## src/rtl/alu_scheduler_if.sv

```systemverilog
// Request/response and shared-ALU signal bundle for alu_scheduler.
// Latency: none, wires only.
// Backpressure: requesters hold req/op/a/b until ack; ALU results are sampled by the scheduler.
interface alu_scheduler_if;
  logic        req0;
  logic        req1;
  logic [6:0]  op0;
  logic [6:0]  op1;
  logic [31:0] a0;
  logic [31:0] b0;
  logic [31:0] a1;
  logic [31:0] b1;
  logic        ack0;
  logic        ack1;
  logic        done0;
  logic        done1;
  logic [31:0] res;
  logic        flag;
  logic        err;
  logic        busy;
  logic [6:0]  alu_instr;
  logic [31:0] alu_a;
  logic [31:0] alu_b;
  logic        alu_en;
  logic [31:0] alu_c;
  logic        alu_flag;

  // Requester and ALU side
  modport master (
    output req0, req1, op0, op1, a0, b0, a1, b1, alu_c, alu_flag,
    input  ack0, ack1, done0, done1, res, flag, err, busy,
           alu_instr, alu_a, alu_b, alu_en
  );

  // Scheduler side
  modport slave (
    input  req0, req1, op0, op1, a0, b0, a1, b1, alu_c, alu_flag,
    output ack0, ack1, done0, done1, res, flag, err, busy,
           alu_instr, alu_a, alu_b, alu_en
  );
endinterface

```

## src/rtl/alu_scheduler.sv

```systemverilog
// Two-requester scheduler sharing one ALU, round-robin on ties, IDLE/EXEC/RESP FSM.
// Latency: accept at cycle T gives done in cycle T+HOLD+1 (T+1 for illegal opcodes).
// Backpressure: ack stays low while busy; requesters hold req and operands until acked.
module alu_scheduler #(
  parameter int HOLD = 1
) (
  input logic            clock,
  input logic            resetn,
  alu_scheduler_if.slave bus
);

  typedef enum logic [1:0] {
    IDLE = 2'd0,
    EXEC = 2'd1,
    RESP = 2'd2
  } state_t;

  // Final value of the EXEC cycle counter (HOLD is 1..4)
  localparam logic [1:0] LAST_CNT = 2'(HOLD - 1);

  state_t      state_q;
  state_t      state_d;
  logic [6:0]  op_q;
  logic [31:0] a_q;
  logic [31:0] b_q;
  logic        gid_q;
  logic [1:0]  cnt_q;
  logic [31:0] res_q;
  logic        flag_q;
  logic        err_q;
  logic        last_q;   // requester granted most recently; resets to 1 so requester 0 wins the first tie

  logic        grant0;
  logic        grant1;
  logic        accept;
  logic [6:0]  sel_op;
  logic [31:0] sel_a;
  logic [31:0] sel_b;
  logic        sel_legal;
  logic        exec_last;
  logic        op_is_cmp;

  // Arbitration: only in IDLE and never while reset is applied; ties go to the requester not served last
  always_comb begin
    grant0 = 1'b0;
    grant1 = 1'b0;
    if (state_q == IDLE && resetn) begin
      if (bus.req0 && bus.req1) begin
        grant0 = last_q;
        grant1 = !last_q;
      end else begin
        grant0 = bus.req0;
        grant1 = bus.req1;
      end
    end
  end

  assign accept    = grant0 | grant1;
  assign sel_op    = grant1 ? bus.op1 : bus.op0;
  assign sel_a     = grant1 ? bus.a1  : bus.a0;
  assign sel_b     = grant1 ? bus.b1  : bus.b0;
  assign sel_legal = (sel_op <= 7'd14);
  assign exec_last = (state_q == EXEC) && (cnt_q == LAST_CNT);
  assign op_is_cmp = (op_q >= 7'd8) && (op_q <= 7'd13);

  // Next-state selection
  always_comb begin
    state_d = state_q;
    case (state_q)
      IDLE:    if (accept) state_d = sel_legal ? EXEC : RESP;
      EXEC:    if (exec_last) state_d = RESP;
      RESP:    state_d = IDLE;
      default: state_d = IDLE;
    endcase
  end

  // State register
  always_ff @(posedge clock or negedge resetn) begin
    if (!resetn) state_q <= IDLE;
    else         state_q <= state_d;
  end

  // Operand latch, EXEC counter, result capture and round-robin pointer
  always_ff @(posedge clock or negedge resetn) begin
    if (!resetn) begin
      op_q   <= '0;
      a_q    <= '0;
      b_q    <= '0;
      gid_q  <= 1'b0;
      cnt_q  <= '0;
      res_q  <= '0;
      flag_q <= 1'b0;
      err_q  <= 1'b0;
      last_q <= 1'b1;
    end else begin
      case (state_q)
        IDLE: begin
          if (accept) begin
            op_q  <= sel_op;
            a_q   <= sel_a;
            b_q   <= sel_b;
            gid_q <= grant1;
            cnt_q <= '0;
            // Illegal opcodes skip the ALU and report immediately
            if (!sel_legal) begin
              res_q  <= '0;
              flag_q <= 1'b0;
              err_q  <= 1'b1;
            end
          end
        end
        EXEC: begin
          if (cnt_q == LAST_CNT) begin
            res_q  <= bus.alu_c;
            flag_q <= op_is_cmp & bus.alu_flag;
            err_q  <= 1'b0;
          end else begin
            cnt_q <= cnt_q + 2'd1;
          end
        end
        RESP:    last_q <= gid_q;
        default: ;
      endcase
    end
  end

  assign bus.ack0      = grant0;
  assign bus.ack1      = grant1;
  assign bus.done0     = (state_q == RESP) && !gid_q;
  assign bus.done1     = (state_q == RESP) && gid_q;
  assign bus.busy      = (state_q != IDLE);
  assign bus.alu_en    = (state_q == EXEC);
  assign bus.alu_instr = op_q;
  assign bus.alu_a     = a_q;
  assign bus.alu_b     = b_q;
  assign bus.res       = res_q;
  assign bus.flag      = flag_q;
  assign bus.err       = err_q;

endmodule

```

## src/flat_wrapper.sv

```systemverilog
// flat-port wrapper written by rule: the top's interface ports become plain ports
module alu_scheduler_flat 
#(
  parameter int HOLD = 1
)
  (clock, resetn, bus_req0, bus_req1, bus_op0, bus_op1, bus_a0, bus_b0, bus_a1, bus_b1, bus_alu_c, bus_alu_flag, bus_ack0, bus_ack1, bus_done0, bus_done1, bus_res, bus_flag, bus_err, bus_busy, bus_alu_instr, bus_alu_a, bus_alu_b, bus_alu_en);
  alu_scheduler_if bus_i ();
  input logic clock;
  input logic resetn;
  input wire logic [$bits(bus_i.req0)-1:0] bus_req0;
  input wire logic [$bits(bus_i.req1)-1:0] bus_req1;
  input wire logic [$bits(bus_i.op0)-1:0] bus_op0;
  input wire logic [$bits(bus_i.op1)-1:0] bus_op1;
  input wire logic [$bits(bus_i.a0)-1:0] bus_a0;
  input wire logic [$bits(bus_i.b0)-1:0] bus_b0;
  input wire logic [$bits(bus_i.a1)-1:0] bus_a1;
  input wire logic [$bits(bus_i.b1)-1:0] bus_b1;
  input wire logic [$bits(bus_i.alu_c)-1:0] bus_alu_c;
  input wire logic [$bits(bus_i.alu_flag)-1:0] bus_alu_flag;
  output wire logic [$bits(bus_i.ack0)-1:0] bus_ack0;
  output wire logic [$bits(bus_i.ack1)-1:0] bus_ack1;
  output wire logic [$bits(bus_i.done0)-1:0] bus_done0;
  output wire logic [$bits(bus_i.done1)-1:0] bus_done1;
  output wire logic [$bits(bus_i.res)-1:0] bus_res;
  output wire logic [$bits(bus_i.flag)-1:0] bus_flag;
  output wire logic [$bits(bus_i.err)-1:0] bus_err;
  output wire logic [$bits(bus_i.busy)-1:0] bus_busy;
  output wire logic [$bits(bus_i.alu_instr)-1:0] bus_alu_instr;
  output wire logic [$bits(bus_i.alu_a)-1:0] bus_alu_a;
  output wire logic [$bits(bus_i.alu_b)-1:0] bus_alu_b;
  output wire logic [$bits(bus_i.alu_en)-1:0] bus_alu_en;
  assign bus_i.req0 = bus_req0;
  assign bus_i.req1 = bus_req1;
  assign bus_i.op0 = bus_op0;
  assign bus_i.op1 = bus_op1;
  assign bus_i.a0 = bus_a0;
  assign bus_i.b0 = bus_b0;
  assign bus_i.a1 = bus_a1;
  assign bus_i.b1 = bus_b1;
  assign bus_i.alu_c = bus_alu_c;
  assign bus_i.alu_flag = bus_alu_flag;
  assign bus_ack0 = bus_i.ack0;
  assign bus_ack1 = bus_i.ack1;
  assign bus_done0 = bus_i.done0;
  assign bus_done1 = bus_i.done1;
  assign bus_res = bus_i.res;
  assign bus_flag = bus_i.flag;
  assign bus_err = bus_i.err;
  assign bus_busy = bus_i.busy;
  assign bus_alu_instr = bus_i.alu_instr;
  assign bus_alu_a = bus_i.alu_a;
  assign bus_alu_b = bus_i.alu_b;
  assign bus_alu_en = bus_i.alu_en;
  alu_scheduler #(.HOLD(HOLD)) u_core (.clock(clock), .resetn(resetn), .bus(bus_i));
endmodule
```

## config.mk

```make
export PLATFORM = sky130hd
export DESIGN_NAME = alu_scheduler_flat
export DESIGN_NICKNAME = d
export VERILOG_FILES = /design/src/rtl/alu_scheduler_if.sv /design/src/rtl/alu_scheduler.sv /design/src/flat_wrapper.sv
export SDC_FILE = /design/constraint.sdc
export NUM_CORES = 1
export LEC_CHECK = 0
export CAP_MARGIN = 30
export CORE_UTILIZATION = 39
export CTS_CLUSTER_DIAMETER = 30
export DETAILED_ROUTE_END_ITERATION = 10
export PLACE_DENSITY = 0.87
export RECOVER_POWER = 50
export SLEW_MARGIN = 20
export SYNTH_ARGS = -nofsm -noshare
export SYNTH_HDL_FRONTEND = slang
export SYNTH_SLANG_ARGS = --single-unit
```

## constraint.sdc

```tcl
create_clock -name clock -period 1.86 [get_ports clock]
set_input_delay 0.186 -clock clock [delete_from_list [all_inputs] [get_ports clock]]
set_output_delay 0.186 -clock clock [all_outputs]
set_load 0.05 [all_outputs]
```

==> reports/results.tsv, run 1 <==
stage	metric	value	unit
setup_path	regToRegSetupSlack	130	ps
die	die_x	119.0	µm
clocking	root_buffer	clkbuf_16	
setup_path	cp-end-kind	output pin	
setup_path	path_delay_family	buffers and inverters	
grt	grt_max_degree	89	
grt	grt_pass1_vias	4901	
timing	fin_ws	101.0	ps
drt	wl	15520	µm
drt	viasPerCell	4.901	
run_status	status	complete, no violations	
clocking	cts_tree	built	
clocking	clkLatencyLatePin	340	ps
setup_path	worstSetupPathType	reg2out	
die	pin_count	290	
setup_path	cp.required	1670	ps
setup_path	slowest_stage	clkdlybuf4s50_1	
setup_path	crit_path_max_incr_delay	840	ps
power	p_total	9.396	mW
timing	finClkSkew	7.787	ps
die	rows	42	
cells_and_area	finalInstanceArea	8726	µm²
synth	ys_seq_area_share	52.04	%
drt	drtIter0Drc	368	
setup_path	path_cells	clkdlybuf4s50_1	
setup_path	endpoint	bus_res[19]	
cells_and_area	diodes	0	
place	place_area	8544	µm²
place	gp_congestion	0.7668	
drt	first_pass_iters	4	
clocking	clk_transition_reported_paths	70	ps
place	numPortBuffers	289	
cells_and_area	most-common-layout-cells	clkdlybuf4s50_1, dfrtp_1, nand2_1	
setup_path	r2r_start	u_core.last_q$_DFFE_PN1N_	
grt	grt_antenna_before_repair	0	
drt	ant_nets	0	
synth	synth.ff_latch_count	111	
timing	grt_setup_unrepaired	false	
die	core-area	13300	µm²
setup_path	crit_arrival	1570	ps
synth	synth_cell_types	34	
drt	route.detailed.drc	0	
setup_path	crit_cells	1	
synth	yosys_warnings	0	
clocking	numCtsBuffers	9	
power	p_leak	3.996	nW
setup_path	critPathMaxFanout	3	
synth	postSynthCellCount	534	
power	power_density	1077	nW/µm²
place	pre_cts_ws	105.8	ps
setup_path	crit_buf_inv	1	
timing	max_freq	568.5	MHz
timing	final_max_slew_viol_count	0	
drt	num_vias	4896	
synth	avgSynthCellArea	10.00	µm²
drt	wl_per_cell	15.54	µm
setup_path	start_kind	flip-flop	
grt	grt_usage	22.74	%
setup_path	rr_endpoint	u_core.bus.alu_b[14]$_DFFE_PN0P_	
timing	fin_hold_ws	215.1	ps
timing	min_period	1759	ps
place	dp_hpwl	11850	µm
setup_path	startpoint	u_core.bus.res[19]$_DFFE_PN0P_	
die	dieArea	14160	µm²
timing	worst_slew_pin_slew	1160	ps
synth	synthesis.area	5340	µm²
synth	synthesis.nets	714	
run	drv_cap	0	
clocking	cts_resized	0	
cells_and_area	nets	999	
timing	setup_violations	0	
die	dieHeight	119.0	µm
setup_path	r2r_cells	6	
clocking	htree_num_levels	3	
timing	period_share	94.57	%
grt	grt_pass1_wl	25240	µm
timing	finalSetupTns	0	ps
grt	grt_overflow	0	
hold_path	min_path_type	in2async	
cells_and_area	layout_commonest_cell	clkdlybuf4s50_1	
timing	slew_headroom	22.67	%
clocking	cts_num_sinks	111	
cells_and_area	synthToLayoutAreaGrowth	63.40	%
timing	finalHoldViolCount	0	
clocking	cts_buffer_depth	2	
cells_and_area	layout-drive-gt1-share	5.711	%
die	start_util	40.17	%
power	peakVddDrop	710.0	µV
[worst reg2reg max path, stage by stage (launching register included)]
cell and delay (ps):
dfstp_2 550, nand2_1 90, nand4_4 120, clkbuf_2 220, clkbuf_2 310, mux2i_1 240, o21ai_1 80
[what timing repair did]
| item | CTS | global route |
|---|---|---|
| setup endpoints to repair | 1 | 0 |
| hold endpoints to repair | 22 | 0 |
| setup buffers | 1 | 0 |
| hold buffers | 1 | 0 |
[metrics by stage]
stage               util [%]  cells
floorplan                  -    534
global placement       64.27    982
detailed placement     64.27    982
CTS                    66.47    999
global route           65.63    999
finish                 65.63    999
[cell usage after synthesis (all sizes together)]
library cell,count,area (µm²)
a21o,1,7.510
a2bb2oi,1,8.760
a31oi,32,200.2
and2,32,200.2
and3b,1,8.760
and4,2,17.52
buf,25,186.4
clkbuf,15,56.30
dfrtp,110,2753
dfstp,1,26.28
ha,1,12.51
inv,7,26.28
mux2i,72,733.2
nand2,107,401.6
nand2b,2,12.51
nand3,3,15.01
nand4,2,18.77
nor2,3,13.77
nor2b,1,6.260
nor4,2,25.02
nor4b,1,8.760
o2111a,1,11.26
o211a,1,10.01
o211ai,2,28.78
o21a,1,7.510
o21ai,107,535.5
o31a,1,8.760
[layout make-up]
cell class | instances | area [µm²]
clock inverter | 3 | 18.77
inverter | 7 | 26.28
clock buffer | 12 | 256.5
fill | 1059 | 4569
tap | 176 | 220.2
timing repair buffer | 314 | 3133
multi-input combinational | 376 | 2292
sequential | 111 | 2779
[power by group]
group	internal [mW]	switching, mW	leakage [nW]
combinational	1.57	2.77	2.44
sequential	2.93	0.315	1.42
clock	0.974	0.835	0.138
total	5.48	3.92	4.00
[state kept, by name, summed over array words and instances, names as in the netlist]
signal and flops:
u_core.bus.err 1, u_core.bus.res 32, u_core.bus.alu_instr 7, u_core.last_q 1
u_core.bus.alu_a 32, u_core.bus.alu_b 32, u_core.gid_q 1, u_core.bus.flag 1
u_core.cnt_q 2, u_core.state_q 2
[worst min-delay path by stage]
stage	start	endpoint	cells after the start
final	resetn	u_core.bus.err$_DFFE_PN0P_	2
after CTS	resetn	u_core.bus.err$_DFFE_PN0P_	2
after detailed placement	resetn	u_core.bus.res[31]$_DFFE_PN0P_	1
after global routing	resetn	u_core.bus.err$_DFFE_PN0P_	2
after floorplan	resetn	u_core.bus.alu_a[0]$_DFFE_PN0P_	0
after global placement	resetn	u_core.bus.res[31]$_DFFE_PN0P_	1
[logic make-up (layout without fill, tap and decap cells)]
logic type | Yosys count | after routing | share of synthesized area, %
flops | 111 | 111 | 52.04
simple gates | 156 | 156 | 13.64
fa+ha+maj | 1 | 1 | 0.2343
buf+inv | 47 | 336 | 5.038
mux | 72 | 72 | 13.73
compound gates | 147 | 147 | 15.32
[layer usage]
layer	track usage [%]	routed length, µm	vias up
li1	-	-	2425
met1	27.59	6311	2263
met5	0	0	-
met2	38.66	7833	188
met3	6.513	1108	20
met4	7.437	266	0
Power figures use the tool's default switching activity.
==> run 2, diff against run 1 <==
- CORE_ASPECT_RATIO: default -> 1.1
==> run 2 against run 1 <==
Effect of this change:
- worst setup slack lost 16 ps
- sequential cell count unchanged
- routed wire length up 2.4%
- worst hold slack improved by 35 ps
- clock power up 9%
- via count rose by 2.8%
- global-route usage is 0.076 points lower
- cell area is 2.0% higher
- register-to-register slack worse by 40 ps
- core utilization is 1.4 points higher
- combinational power is 2% higher
- sequential power about the same
- critical endpoint is now bus_alu_instr[5]
- largest cell class unchanged
- highest routed layer unchanged
==> reports/results.tsv, run 2 (synthesized netlist as in run 1, its figures left out) <==
stage	metric	value	unit
run_status	status	complete, no violations	
grt	grt_overflow	0	
drt	route.detailed.drc	0	
cells_and_area	layout-drive-gt1-share	7.186	%
grt	grt_usage	22.66	%
setup_path	r2r_cells	5	
setup_path	regToRegSetupSlack	90	ps
cells_and_area	nets	1010	
power	p_total	9.665	mW
setup_path	critPathMaxFanout	3	
place	numPortBuffers	289	
die	die_x	113.6	µm
die	start_util	40.25	%
place	dpl.cell_count	994	
setup_path	crit_path_max_incr_delay	840	ps
setup_path	crit_cells	1	
place	dp_hpwl	12070	µm
place	pre_cts_ws	38.84	ps
clocking	cts_num_sinks	111	
power	peakVddDrop	629.6	µV
timing	slew_headroom	34.80	%
die	rows	44	
cells_and_area	final_cell_count_no_fill	1019	
drt	ant_nets	0	
cells_and_area	synthToLayoutAreaGrowth	66.66	%
die	core-area	13270	µm²
cells_and_area	most-common-layout-cells	clkdlybuf4s50_1, dfrtp_1, nand2_1	
setup_path	cp.required	1670	ps
die	dieHeight	124.7	µm
timing	final_max_slew_viol_count	0	
clocking	clk_transition_reported_paths	70	ps
setup_path	slowest_stage	clkdlybuf4s50_1	
timing	fin_hold_ws	249.7	ps
clocking	root_buffer	clkbuf_16	
power	p_leak	4.077	nW
drt	first_pass_iters	4	
setup_path	cp-end-kind	output pin	
grt	grt_pass1_vias	5143	
timing	finalHoldViolCount	0	
timing	setup_violations	0	
timing	finClkSkew	7.405	ps
timing	worst_slew_pin_slew	977.9	ps
grt	grt_antenna_before_repair	0	
timing	period_share	95.41	%
place	gp_congestion	0.7957	
setup_path	start_kind	flip-flop	
grt	grt_max_degree	73	
power	power_density	1086	nW/µm²
setup_path	path_cells	clkdlybuf4s50_1	
drt	wl_per_cell	15.60	µm
die	dieArea	14170	µm²
setup_path	crit_buf_inv	1	
timing	min_period	1775	ps
clocking	cts_tree	built	
timing	grt_setup_unrepaired	false	
clocking	cts_buffer_depth	2	
drt	drtIter0Drc	422	
cells_and_area	diodes	0	
cells_and_area	finalInstanceArea	8900	µm²
clocking	htree_num_levels	3	
setup_path	worstSetupPathType	reg2out	
clocking	numCtsBuffers	9	
die	pin_count	290	
timing	max_freq	563.5	MHz
timing	fin_ws	85.39	ps
setup_path	crit_arrival	1590	ps
drt	num_vias	5032	
run	drv_cap	0	
grt	grt_pass1_wl	25410	µm
place	place_area	8617	µm²
drt	wl	15890	µm
timing	finalSetupTns	0	ps
clocking	clkLatencyLatePin	340	ps
hold_path	min_path_type	in2async	
setup_path	path_delay_family	buffers and inverters	
cells_and_area	layout_commonest_cell	clkdlybuf4s50_1	
cells_and_area	post-route-util	67.08	%
drt	viasPerCell	4.938	
==> run 2: layer usage <==
| layer | up-vias | routed length [µm] | global-route usage (%) |
|---|---|---|---|
| li1 | 2441 | - | - |
| met5 | - | 0 | 0 |
| met2 | 212 | 7976 | 40.06 |
| met4 | 0 | 390 | 8.204 |
| met1 | 2351 | 6398 | 26.43 |
| met3 | 28 | 1128 | 5.304 |
==> run 2: worst register-to-register path, delay by kind of cell (launching register included) <==
family / cells / cell delay (ps)
mux: 1 / 460
flops: 1 / 430
simple gates: 2 / 390
buf+inv: 1 / 260
compound gates: 1 / 110
==> run 2: report_power, final <==
| group | switching (mW) | internal [mW] |
|---|---|---|
| Sequential | 0.321 | 2.93 |
| Clock | 0.851 | 1.12 |
| Combinational | 2.79 | 1.64 |
| Total | 3.97 | 5.70 |
==> run 2: repair_timing <==
item	4_1_cts	5_1_grt
setup buffers	2	6
hold buffers	1	0
endpoints found under the hold margin	38	0
setup endpoints to repair	2	2
resized for setup	1	4
pin swaps	1	1
==> run 2: cell type report <==
type | instances | area [µm²]
clock inverters | 1 | 30.03
inverters | 7 | 26.28
multi-input cells | 376 | 2291
fillers | 1030 | 4368
flip-flops and latches | 111 | 2780
well taps | 184 | 230.2
clock buffers | 15 | 267.8
repair buffers | 325 | 3274
==> run 2: path summary, 6_finish.rpt <==
check                                                          from                             endpoint
worst max-delay path            u_core.bus.alu_instr[5]$_DFFE_PN0P_                     bus_alu_instr[5]
worst min-delay path                                         resetn           u_core.bus.err$_DFFE_PN0P_
worst max register to register        u_core.state_q[0]$_DFFE_PN0P_       u_core.bus.res[26]$_DFFE_PN0P_
worst min register to register          u_core.cnt_q[0]$_DFFE_PN0P_          u_core.cnt_q[0]$_DFFE_PN0P_
max in group asynchronous                                    resetn  u_core.bus.alu_instr[3]$_DFFE_PN0P_
min in group clock                                     bus_alu_flag          u_core.bus.flag$_DFFE_PN0P_
==> run 3, diff against run 2 <==
- ABC_CLOCK_PERIOD_IN_PS: default -> 1860
==> results of run 3 <==
The final DEF is identical to that of run 2; final timing and power are the same.
